**src/rtl/soc_comm_pkg.sv**
```systemverilog
// Shared codes, state encoding and output decode for the host-side handshake issuer.
package soc_comm_pkg;

  localparam logic [1:0] CMD_NONE = 2'b00;
  localparam logic [1:0] CMD_RUN  = 2'b10;

  typedef enum logic [1:0] {
    ST_OK      = 2'd0,
    ST_ABORT   = 2'd1,
    ST_TIMEOUT = 2'd2
  } status_t;

  typedef enum logic [2:0] {
    S_IDLE,
    S_ISSUE,
    S_RUN,
    S_RELEASE,
    S_REPORT
  } state_t;

  typedef struct packed {
    logic [1:0] command;
    logic       interrupt;
    logic       stop;
    logic       busy;
    logic       done;
  } ctl_out_t;

  // Moore decode: everything except status/cycles follows from state and run type.
  function automatic ctl_out_t decode_ctl(input state_t st, input logic trn);
    ctl_out_t o;
    o = '{command: CMD_NONE, interrupt: 1'b0, stop: 1'b0, busy: 1'b1, done: 1'b0};
    case (st)
      S_IDLE:    o.busy = 1'b0;
      S_ISSUE:   o.command = CMD_RUN;
      S_RELEASE: begin
        o.stop      = trn;
        o.interrupt = ~trn;
      end
      S_REPORT:  o.done = 1'b1;
      default:   ;
    endcase
    return o;
  endfunction

endpackage

```
**src/rtl/sat_counter.sv**
```systemverilog
// Up-counter with synchronous clear that sticks at all-ones instead of wrapping.
module sat_counter #(
  parameter int W = 8
) (
  input  logic         clk,
  input  logic         reset,
  input  logic         clr,
  input  logic         en,
  output logic [W-1:0] cnt
);

  always_ff @(posedge clk) begin
    if (!reset)
      cnt <= '0;
    else if (clr)
      cnt <= '0;
    else if (en && (cnt != '1))
      cnt <= cnt + W'(1);
  end

endmodule

```
**src/rtl/fsm_slv_issuer.sv**
```systemverilog
// Turns a host request into the command/release handshake with the master FSM and
// reports the outcome (status, run length) back to the host registers.
module fsm_slv_issuer
  import soc_comm_pkg::*;
#(
  parameter int TO_CYC = 1_000_000,
  parameter int CNT_W  = 24
) (
  input  logic             clk,
  input  logic             reset,
  input  logic             host_go,
  input  logic             host_train,
  input  logic             host_abort,
  input  logic             arm,
  input  logic             nn_done,
  output logic [1:0]       command,
  output logic             interrupt,
  output logic             training,
  output logic             stop,
  output logic             busy,
  output logic             done,
  output logic [1:0]       status,
  output logic [CNT_W-1:0] cycles
);

  localparam int TO_W = (TO_CYC > 1) ? $clog2(TO_CYC) : 1;
  localparam logic [TO_W-1:0] TO_LAST = TO_W'(TO_CYC - 1);

  state_t          state, state_nxt;
  status_t         status_q, status_nxt;
  logic            training_q, training_nxt;
  logic            to_clr, cyc_clr;
  logic [TO_W-1:0] to_cnt;
  logic            to_hit;
  ctl_out_t        ctl;

  assign to_hit = (to_cnt == TO_LAST);

  // One timeout counter serves both ISSUE and RUN; it restarts on entry to each.
  sat_counter #(.W(TO_W)) u_to_cnt (
    .clk   (clk),
    .reset (reset),
    .clr   (to_clr),
    .en    ((state == S_ISSUE) || (state == S_RUN)),
    .cnt   (to_cnt)
  );

  sat_counter #(.W(CNT_W)) u_cyc_cnt (
    .clk   (clk),
    .reset (reset),
    .clr   (cyc_clr),
    .en    (state == S_RUN),
    .cnt   (cycles)
  );

  always_ff @(posedge clk) begin
    if (!reset)
      state <= S_IDLE;
    else
      state <= state_nxt;
  end

  always_ff @(posedge clk) begin
    if (!reset) begin
      training_q <= 1'b0;
      status_q   <= ST_OK;
    end else begin
      training_q <= training_nxt;
      status_q   <= status_nxt;
    end
  end

  always_comb begin
    state_nxt    = state;
    status_nxt   = status_q;
    training_nxt = training_q;
    to_clr       = 1'b0;
    cyc_clr      = 1'b0;
    case (state)
      S_IDLE: if (host_go) begin
        training_nxt = host_train;
        status_nxt   = ST_OK;
        to_clr       = 1'b1;
        cyc_clr      = 1'b1;
        state_nxt    = S_ISSUE;
      end
      S_ISSUE: begin
        if (arm) begin
          to_clr    = 1'b1;
          cyc_clr   = 1'b1;
          state_nxt = S_RUN;
        end else if (host_abort) begin
          status_nxt = ST_ABORT;
          state_nxt  = S_REPORT;
        end else if (to_hit) begin
          status_nxt = ST_TIMEOUT;
          state_nxt  = S_REPORT;
        end
      end
      S_RUN: begin
        // Master already gave up ownership: nothing left to release.
        if (!arm) begin
          status_nxt = ST_OK;
          state_nxt  = S_REPORT;
        end else if (nn_done) begin
          status_nxt = ST_OK;
          state_nxt  = S_RELEASE;
        end else if (host_abort) begin
          status_nxt = ST_ABORT;
          state_nxt  = S_RELEASE;
        end else if (to_hit) begin
          status_nxt = ST_TIMEOUT;
          state_nxt  = S_RELEASE;
        end
      end
      S_RELEASE: if (!arm) state_nxt = S_REPORT;
      S_REPORT:  state_nxt = S_IDLE;
      default:   state_nxt = S_IDLE;
    endcase
  end

  always_comb begin
    ctl = decode_ctl(state, training_q);
  end

  assign command   = ctl.command;
  assign interrupt = ctl.interrupt;
  assign stop      = ctl.stop;
  assign busy      = ctl.busy;
  assign done      = ctl.done;
  assign training  = training_q;
  assign status    = status_q;

endmodule

```
**config.mk**
```make
export PLATFORM = sky130hd
export DESIGN_NAME = fsm_slv_issuer
export DESIGN_NICKNAME = d
export VERILOG_FILES = /design/src/rtl/soc_comm_pkg.sv /design/src/rtl/sat_counter.sv /design/src/rtl/fsm_slv_issuer.sv
export SDC_FILE = /design/constraint.sdc
export NUM_CORES = 1
export LEC_CHECK = 0
export BUFFER_PORTS_ARGS = -buffer_cell sky130_fd_sc_hd__buf_2
export CAP_MARGIN = 20
export CORE_MARGIN = 2
export CORE_UTILIZATION = 61
export DETAILED_ROUTE_END_ITERATION = 16
export PLACE_DENSITY = 0.82
export SYNTH_ARGS = -nofsm -noshare
export SYNTH_HDL_FRONTEND = slang
export SYNTH_SLANG_ARGS = --single-unit
```
**constraint.sdc**
```tcl
create_clock -name clk -period 3.9 [get_ports clk]
set_clock_uncertainty 0.15 [all_clocks]
set_input_delay 0.195 -clock clk [delete_from_list [all_inputs] [get_ports clk]]
set_output_delay 0.195 -clock clk [all_outputs]
set_load 0.02 [all_outputs]
```
======== Word-level counts from Yosys, hierarchy flattened ========
Cells that the tools add are included.
word-level totals
  bits in read-only memories .............. 0
  memories ................................ 0
  bits in writable memories ............... 0
  latch bits .............................. 0
  bits in registers ....................... 50
operators by class
  multipliers ............................. 0
  div/mod/pow operators ................... 0
  $add $sub $neg .......................... 2
  shifts and indexed selects .............. 0
  bitwise operators ....................... 2
  reductions and logical operators ........ 9
  $lt $le $gt $ge ......................... 0
  multiplexer cells ....................... 24
  equality and inequality tests ........... 12
operator list
  operator                                             number
  two-way mux 3 bit                                    9
  adder 24 x 1 -> 24 bit, second input constant        1
  inequality test 24 bit, second input constant        1
  adder 20 x 1 -> 20 bit, second input constant        1
  equality test 20 bit, second input constant          1
  inequality test 20 bit, second input constant        1
  two-way mux 2 bit                                    8
  case mux 3 bit (4 select lines)                      1
  equality test 3 x 2 -> 1 bit, second input constant  2
  inequality test 2 bit, second input constant         3
  case mux 2 bit (3 select lines)                      1
  inequality test 5 bit, second input constant         1
  two-way mux 1 bit                                    4
  inequality test 4 bit, second input constant         1
  AND reduction 4 bit                                  1
  equality test 3 x 1 -> 1 bit, second input constant  1
  equality test 3 bit, second input constant           1
  zero test 3 bit                                      1
  AND reduction 3 bit                                  1
  nonzero test 3 bit                                   1
  logical AND 1 bit                                    2
  NOT 1 bit                                            2
  case mux 1 bit (2 select lines)                      1
  AND reduction 2 bit                                  1
  2 further kinds                                      2

======== Longest topological paths before layout ========
Gate-level depths: netlist (run 1).
  word-level depth ........................ 6
  gate-level depth with buffers ........... 8
  depth with buffers taken out ............ 6

======== Modules after synthesis ========
Synthesis (run 1) repeated with hierarchy kept, for this count alone.
unflattened totals
  cells, all modules ...................... 357
  area, all modules ....................... 2964.1 um^2
by module, submodules not included
  module                   cells each  instances  area an instance (um^2)
  sat_counter (u_cyc_cnt)  172         1          1456.4
  sat_counter (u_to_cnt)   116         1          969.7
  fsm_slv_issuer           69          1          538.0

======== Least setup slack after synthesis (run 1) ========
Ideal clock, no wire load.
  kind .................................... register -> register
  from .................................... register u_cyc_cnt.cnt[0]
  to ...................................... register u_cyc_cnt.cnt[20]
  required time ........................... 3679 ps
  stages on the path, launching flop included .. 7
  library setup time ...................... 71 ps
  slack ................................... 1755 ps
  clock period less this slack ............ 2145 ps
  arrival time ............................ 1925 ps
  buffers on the path ..................... 0
  path through ............................ dfxtp_1 ha_1 and3_1 nand3_2 or3_4 or4_1 a21oi_1
on the way
  longest elaborated chain between the ends .. 2
  elaborated cells between the ends (all ways) .. 3
  those cells by class .................... add/sub: 1; eq/ne: 1; reduce/logical: 1
RTL lines
  what                                                                            line               text
  start: declaration                                                              sat_counter.sv:9   output logic [W-1:0] cnt
  start signal: assignment                                                        sat_counter.sv:18  cnt <= cnt + W'(1);
  parallel branches: the longest is 2 deep, another holds adder 24 x 1 -> 24 bit  n/a
Several ways; the timed one is not identified.
A chain may end at the register's enable or synchronous reset.

======== Worst setup path after layout (run 1) ========
  from .................................... register state[0]
  to ...................................... register u_cyc_cnt.cnt[8]
on the way
  longest elaborated chain between the ends .. 3
  elaborated cells between the ends (all ways) .. 6
  those cells by class .................... eq/ne: 2; mux: 1; reduce/logical: 3
RTL lines
  what                                                             line                  text
  start: declaration                                               fsm_slv_issuer.sv:29  state_t state, state_nxt;
  start signal: assignment                                         fsm_slv_issuer.sv:60  state <= state_nxt;
  equality test 3 x 1 -> 1 bit or zero test 3 bit (tied branches)  fsm_slv_issuer.sv:79  case (state)
  case mux 1 bit (2 select lines)                                  fsm_slv_issuer.sv:79
  OR reduction 2 bit (no source line)                              n/a
Several ways; a longest one is shown, not always the timed one.

==> results_dict.tcl, run 1 <==
set metrics [dict create \
    synth_seq_cells 50 \
    synth_cell_types 53 \
    synth_cells 337 \
    num_vias 2505 \
    cts_max_level 2 \
    cts-root-buf "clkbuf_8" \
    regToRegEndpoint "u_cyc_cnt.cnt[8]" \
    nets 374 \
    use_met2_pct 39.7 \
    cts_hold_buf 0 \
    diodes 0 \
    hold_ws_ps 17.5 \
    port-buffer-count 38 \
    syn_nets 346 \
    met1_usage_pct 29.3 \
    cap_viol_max_count 0 \
    antenna_left 0 \
    switching_power_mw 0.399 \
    cp_max_fo 27 \
    outcome "completed" \
    final_area_sq_um 3030 \
    floorplan.initialDensity_pct 63.2 \
    seq_area_sq_um 1000 \
    p_leak_nw 1.06 \
    grt_setup_unrepaired "false" \
    fp.dieW_um 70.9 \
    syn_area_per_cell_sq_um 8.10 \
    startpoint "state[0]" \
    arrival_ps 2590 \
    synthFlopType "dfxtp_1" \
    crit_path_end_kind "flop" \
    path_depth 4 \
    peakVddDrop_mv 0.305 \
    timing.critical_path.cells "mux2i_1 > o31ai_4 > buf_4 > a311oi_1" \
    cts_tree "done" \
    switching_share_pct 32.6 \
    antenna_found_initial 0 \
    post_cts_resized 0 \
    clock-sinks 50 \
    dpl_worst_slack_ps 1360 \
    gp_congestion 0.899 \
    met3_usage_pct 3.99 \
    grt.overflow.total 0 \
    num_io_pins 40 \
    hold_viol 0 \
    seqPwrFrac_pct 47.2 \
    fillers 356 \
    die_h_um 70.9 \
    synth-edff-count 0 \
    grt_max_degree 28 \
    timing.fmax_mhz 390 \
    grt_most_used_layer "met2" \
    crit_slowest_cell "o31ai_4" \
    fin_crit_sh_pct 65.7 \
    slew_viol_final 0 \
    p_clk_share_pct 29.6 \
    clk_pin_slew_ps 100 \
    intPower_mw 0.825 \
    syn-cell-area_sq_um 2730 \
    post_drt_via_cell_ratio 5.99 \
    drt_first_pass_iters 4 \
    combPwrFrac_pct 23.1 \
    path_delay_family "compound AO/OA/AOI/OAI gates" \
    slowest_delay_ps 850 \
    setup_viol 0 \
    yosysMostFrequentCell "dfxtp_1" \
    grt_pass1_vias 2190 \
    worst_pin_slew_ps 1010 \
    r2r-start "state[0]" \
    drt_wl_total_um 5730 \
    clock_latency_ps 300 \
    async_reset_ff_share_pct 0 \
    maxSlewHeadroom_pct 32.5 \
    dp_hpwl_um 4080 \
    reg2reg_slack_ps 1340 \
    postCtsSetupBuffers 0 \
    coreArea_sq_um 4320 \
    row_count 24 \
    setup.worst_path.end "u_cyc_cnt.cnt[8]" \
    yosysSeqAreaShare_pct 36.6 \
    drcViolationCount 0 \
    cp-start-kind "flop" \
    multi_input_area_sq_um 1630 \
    fin_util_pct 70.1 \
    drive_gt1_share_pct 15.6 \
    fin_ws_ps 1340 \
    setup_tns_ps 0 \
    reg2regPathDepth 4 \
    numCtsBuffers 5 \
    placed_area_sq_um 2920 \
    timing.final.crit_period_ps 2560 \
    path_buf_inv 1 \
    min_path_type "in -> reg" \
    ys_warn_count 0 \
    wire_per_inst_um 13.7 \
    grt_pass1_wl_um 9560 \
    synth_top_area_cell "dfxtp_1" \
    netlist.area_leader.share_pct 36.6 \
    synthTopCellsByCount "dfxtp_1 (50), nor2_1 (36), nand2_1 (29)" \
    crit_required_ps 3930 \
    die-area_sq_um 5030 \
    drt-initial-drc-count 138 \
    min-delay-start "host_train" \
    power.density_nw_per_um2 404 \
    areaGrowthSynthToFinish_pct 11.0 \
    grt_use_total_pct 22.9 \
    cts.path.max_buffers 2 \
    criticalPathCategory "reg -> reg" \
    synthTopCellsByArea "dfxtp_1 (37%), xnor2_1 (6.4%), nor2_1 (4.9%)" \
]
-- power by group through the flow --
stage,registers (mW),clock network [mW],logic [mW]
after floorplan,0.553,0,0.263
after global placement,0.586,0,0.276
after detailed placement,0.589,0,0.282
after CTS,0.578,0.370,0.284
after global routing,0.586,0.381,0.317
final,0.578,0.363,0.283
-- area by class of cell --
cell class,count,share of cell area [%]
Clock buffer,6,2.39
Multi-Input combinational cell,262,53.7
Inverter,6,0.743
Timing Repair Buffer,40,6.77
Clock inverter,2,1.24
Tap cell,52,2.15
Sequential cell,50,33.0
-- layer usage --
| metal | vias up | share of wire, % |
|---|---|---|
| li1 | 1292 | - |
| met1 | 1144 | 47 |
| met2 | 63 | 48 |
| met3 | 6 | 4.2 |
| met4 | 0 | 1.1 |
| met5 | - | 0 |
-- logic make-up after synthesis --
group	Yosys count	share of synthesized area (%)
flops	50	36.6
xor+xnor	25	8.02
simple gates	163	32.8
fa+ha+maj	3	1.28
buf+inv	25	4.26
compound gates	67	15.8
mux	3	1.10
other cells	1	0.137
-- cell usage in the layout (no fill, tap or decap), types with 2 or more instances in the layout --
cell type and count:
a31oi_1 2, nor4_1 5, buf_2 38, o2111ai_1 2, o21ai_0 13, a21o_1 2, or2_2 3, mux2i_1 3
nor4b_1 3, o31ai_1 3, nor2_1 36, o211ai_1 2, inv_1 6, or4_1 4, buf_4 2, a211oi_1 6
a31o_2 2, and2_1 5, xnor2_1 20, nand4_1 12, dfxtp_1 50, and4_1 7, nand2b_1 2, clkbuf_8 5
or3_1 7, nand3_1 18, a2111oi_0 5, ha_1 2, nand4b_1 3, and3_1 9, xor2_1 5, a21oi_1 22
nor3_1 11, nand2_1 29
-- worst register-to-register path, cell delays in order, from the launching register on --
cell and delay, ps:
dfxtp_1 720, mux2i_1 270, o31ai_4 850, buf_4 380
a311oi_1 70
-- per-stage QoR --
stage                     power (mW)  cells
final                           1.22    418
after global routing            1.28    418
after CTS                       1.23    418
after detailed placement       0.871    410
after global placement         0.863    410
after floorplan                0.816    337
-- sequential cells by signal, indices dropped and copies added, names as in the netlist --
name           flops
state              3
u_to_cnt.cnt      20
u_cyc_cnt.cnt     24
status             2
training           1
-- how the worst min path moves through the flow --
stage | cells past startpoint | to | slack, ps
after global placement | 2 | status[1] | 300
after CTS | 3 | training | 10
final | 3 | training | 20
after floorplan | 2 | state[1] | 190
after detailed placement | 2 | status[1] | 310
after global routing | 3 | training | 30
No activity file was read; power rests on OpenSTA's default activity.
==> run 2, diff against run 1 <==
CORE_UTILIZATION = 51   (was 61)
PLACE_DENSITY = 0.73   (was 0.82)
clock period = 2.2 ns   (was 3.9 ns; I/O delays follow)
==> run 2 against run 1 <==
Core utilization shrank 7.4 points. Total power grew 76%. Clock power grew 47%. Fmax grew 21%. Largest cell class unchanged. Largest power group unchanged.
==> results_dict.tcl, run 2 (synthesized netlist as in run 1, its figures left out) <==
set metrics [dict create \
    hold_viol 0 \
    fillers 486 \
    drt-initial-drc-count 154 \
    worstHoldPathCells 4 \
    post_drt_via_cell_ratio 5.68 \
    fin_util_pct 62.7 \
    power.total_mw 2.15 \
    fin_crit_sh_pct 96.2 \
    diodes 0 \
    dp_hpwl_um 4460 \
    clock_latency_ps 310 \
    grt_max_degree 18 \
    cts_tree "done" \
    p_leak_nw 1.15 \
    timing.fmax_mhz 472 \
    power.density_nw_per_um2 667 \
    areaGrowthSynthToFinish_pct 18.0 \
    fp.dieW_um 77.2 \
    cp_max_fo 13 \
    grt_pass1_vias 2377 \
    die-area_sq_um 5960 \
    largest_reg_flops 24 \
    reg2regPathDepth 6 \
    clk_pin_slew_ps 100 \
    die_h_um 77.2 \
    port-buffer-count 38 \
    timing.final.crit_period_ps 2120 \
    regToRegEndpoint "u_cyc_cnt.cnt[10]" \
    grt_use_total_pct 21.5 \
    final_area_sq_um 3220 \
    drt_wl_total_um 6150 \
    cap_viol_max_count 0 \
    min_path_type "in -> reg" \
    cts-root-buf "clkbuf_8" \
    crit_required_ps 2300 \
    floorplan.initialDensity_pct 53.1 \
    cts.path.max_buffers 2 \
    largest-register "u_cyc_cnt.cnt" \
    wire_per_inst_um 13.5 \
    postCtsSetupBuffers 0 \
    final_cell_mix "dfxtp_1 (50), buf_2 (38), nor2_1 (36)" \
    placed_area_sq_um 3060 \
    layout_commonest_cell "dfxtp_1" \
    grt.overflow.total 0 \
    nets 395 \
    setup_tns_ps 0 \
    grt_setup_unrepaired "false" \
    worst_pin_slew_ps 664 \
    row_count 26 \
    num_vias 2591 \
    drive_gt1_share_pct 20.5 \
    hold_end "training" \
    peakVddDrop_mv 0.571 \
    crit_path_end_kind "flop" \
    cts_max_level 2 \
    cp-start-kind "flop" \
    drt_first_pass_iters 5 \
    reg2reg_slack_ps 80 \
    criticalPathCategory "reg -> reg" \
    setup_viol 0 \
    slew_viol_final 0 \
    antenna_left 0 \
    grt_pass1_wl_um 10500 \
    coreArea_sq_um 5140 \
    placedCellCount 444 \
    outcome "completed" \
    multi_input_area_sq_um 1650 \
    antenna_found_initial 0 \
    seq_area_sq_um 1000 \
    numCtsBuffers 5 \
    r2r-start "u_cyc_cnt.cnt[0]" \
    clock-sinks 50 \
    min-delay-start "host_go" \
    gp_congestion 0.888 \
    num_io_pins 40 \
    drcViolationCount 0 \
    maxSlewHeadroom_pct 55.4 \
    arrival_ps 2210 \
    largest_registers "u_cyc_cnt.cnt (24), u_to_cnt.cnt (20), state (3)" \
    instances_no_fill 456 \
]
[run 2: metrics by stage]
| stage | hold slack [ps] | setup slack [ps] |
|---|---|---|
| after detailed placement | 243 | 7.34 |
| after floorplan | 103 | 54.9 |
| after CTS | 3.63 | 15.3 |
| after global routing | 73.3 | 5.25 |
| final | 15.9 | 83.1 |
| after global placement | 229 | 94.1 |
[run 2: routing by layer]
layer	vias to the layer above	GRT usage [%]	share of wire [%]
met1	1177	27.1	46
met5	-	0	0
met4	0	8.04	1.7
met3	13	3.88	5.1
li1	1335	-	-
met2	66	36.3	47
[run 2: how the worst max path moves through the flow]
stage,depth (start not counted),startpoint,endpoint
after floorplan,6,u_cyc_cnt.cnt[0],u_cyc_cnt.cnt[20]
after global placement,6,u_cyc_cnt.cnt[0],u_cyc_cnt.cnt[10]
after detailed placement,7,u_to_cnt.cnt[0],u_to_cnt.cnt[5]
after CTS,6,u_cyc_cnt.cnt[0],u_cyc_cnt.cnt[10]
after global routing,5,u_to_cnt.cnt[0],u_to_cnt.cnt[12]
final,6,u_cyc_cnt.cnt[0],u_cyc_cnt.cnt[10]
[run 2: critical path, cell delays in order, from the launching register on]
cell and delay, ps:
dfxtp_1 330, ha_1 220, and3_2 250, and4_4 210, a21o_4 260, or4_1 480, a21oi_1 160
[run 2: repair_timing]
item,in CTS,in global routing
setup endpoints to repair,1,9
hold buffers,5,0
gates resized for setup,1,8
endpoints found under the hold margin,3,0
[run 2: final cells by class]
type	count	area share [%]
multi-input combinational	262	51.3
tap	70	2.72
sequential	50	31.1
clock buffer	5	2.14
clock inverter	2	0.466
timing repair buffer	61	11.6
inverter	6	0.699
[run 2: power by group]
part	switching, mW	total [mW]	internal, mW
Clock	0.315	0.532	0.218
Sequential	0.0349	0.970	0.935
Combinational	0.392	0.648	0.256
==> run 3, diff against run 2 <==
BUFFER_PORTS_ARGS = unset   (was -buffer_cell sky130_fd_sc_hd__buf_2)
CORE_ASPECT_RATIO = 1.2   (was unset)
CORE_UTILIZATION = 57   (was 51)
DONT_BUFFER_PORTS = 1   (was unset)
==> run 3 against run 2 <==
Cell area increased by 0.54%. Critical path depth decreased by 1. Fmax increased by 0.74%. Sequential power increased by 0.6%. Critical path type unchanged. Critical endpoint is now u_cyc_cnt.cnt[20]. Largest power group unchanged. Clock power increased by 22%. Setup slack improved by 16 ps.
==> results_dict.tcl, run 3 (synthesized netlist as in run 1, its figures left out) <==
set metrics [dict create \
    dpl_worst_slack_ps 58.3 \
    drt_first_pass_iters 4 \
    slew_viol_final 0 \
    outcome "completed" \
    cts.path.max_buffers 2 \
    areaGrowthSynthToFinish_pct 18.6 \
    drive_gt1_share_pct 18.0 \
    worst_pin_slew_ps 553 \
    dp_hpwl_um 4590 \
    row_count 27 \
    largest-register "u_cyc_cnt.cnt" \
    grt_use_total_pct 24.3 \
    clk_pin_slew_ps 90 \
    fillers 380 \
    cp_max_fo 7 \
    cts_tree "done" \
    setup_viol 0 \
    nets 381 \
    port-buffer-count 0 \
    power.density_nw_per_um2 705 \
    hold_viol 0 \
    antenna_left 0 \
    crit_path_end_kind "flop" \
    power.total_mw 2.28 \
    numCtsBuffers 5 \
    grt_max_degree 21 \
    wire_per_inst_um 14.6 \
    layout_commonest_cell "dfxtp_1" \
    drcViolationCount 0 \
    final_cell_mix "dfxtp_1 (50), buf_4 (42), nor2_1 (36)" \
    maxSlewHeadroom_pct 62.2 \
    antenna_found_initial 0 \
    final_area_sq_um 3240 \
    crit_required_ps 2280 \
    instances_no_fill 430 \
    die-area_sq_um 5360 \
    fin_ws_ps 98.7 \
    cp-start-kind "flop" \
    min_path_type "in -> reg" \
    num_io_pins 40 \
    hold_ws_ps 74.6 \
    setup_tns_ps 0 \
    largest_registers "u_cyc_cnt.cnt (24), u_to_cnt.cnt (20), state (3)" \
    peakVddDrop_mv 0.523 \
    fin_util_pct 70.5 \
    arrival_ps 2180 \
    fp.dieW_um 67.2 \
    timing.fmax_mhz 476 \
    cap_viol_max_count 0 \
    post_drt_via_cell_ratio 6.12 \
    gp_congestion 0.852 \
    placedCellCount 416 \
    timing.final.crit_period_ps 2100 \
    clock_latency_ps 300 \
    multi_input_area_sq_um 1670 \
    drt-initial-drc-count 264 \
    grt.overflow.total 0 \
    p_leak_nw 1.10 \
    fin_crit_sh_pct 95.5 \
    coreArea_sq_um 4590 \
    seq_area_sq_um 1000 \
    grt_pass1_wl_um 10400 \
    floorplan.initialDensity_pct 59.4 \
    criticalPathCategory "reg -> reg" \
    placed_area_sq_um 3030 \
    clock-sinks 50 \
    cts-root-buf "clkbuf_8" \
    num_vias 2632 \
    die_h_um 79.8 \
    largest_reg_flops 24 \
    cts_max_level 2 \
    grt_pass1_vias 2396 \
    drt_wl_total_um 6290 \
    diodes 0 \
]
## run 3: final timing paths
check                       start           endpoint  slack (ps)  depth (start not counted)
hold / removal            host_go          status[1]          70                          4
setup reg to reg         state[0]  u_cyc_cnt.cnt[20]         100                          5
setup / recovery         state[0]  u_cyc_cnt.cnt[20]         100                          5
hold reg to reg   u_to_cnt.cnt[3]    u_to_cnt.cnt[3]         410                          2
## run 3: report_power, final
part           internal (mW)  switching (mW)
Clock                  0.364           0.283
Combinational          0.268           0.392
Sequential             0.935          0.0414
## run 3: critical path: stages (launching register included)
cell and delay [ps]:
dfxtp_1 390, nor3b_4 360, nand3_2 180, or3_4 410, or4_1 400, a21oi_1 150
## run 3: per-layer routing
metal	GRT usage [%]	share of wire [%]
met5	0	0
met4	7.14	1.7
met3	4.80	4.7
met2	43.4	51
met1	28.7	43
## run 3: cell type report
| cell class | count | area share, % |
|---|---|---|
| sequential | 50 | 30.9 |
| multi-input combinational | 262 | 51.4 |
| clock inverter | 1 | 0.927 |
| tap | 58 | 2.24 |
| clock buffer | 6 | 2.55 |
| inverter | 6 | 0.695 |
| timing repair buffer | 47 | 11.3 |
## run 3: timing repair
item | CTS | global route
hold buffers | 5 | 0
resized for setup | 0 | 11
endpoints found under the hold margin | 10 | 0
endpoints found under the setup margin | 0 | 11
setup buffers | 0 | 2
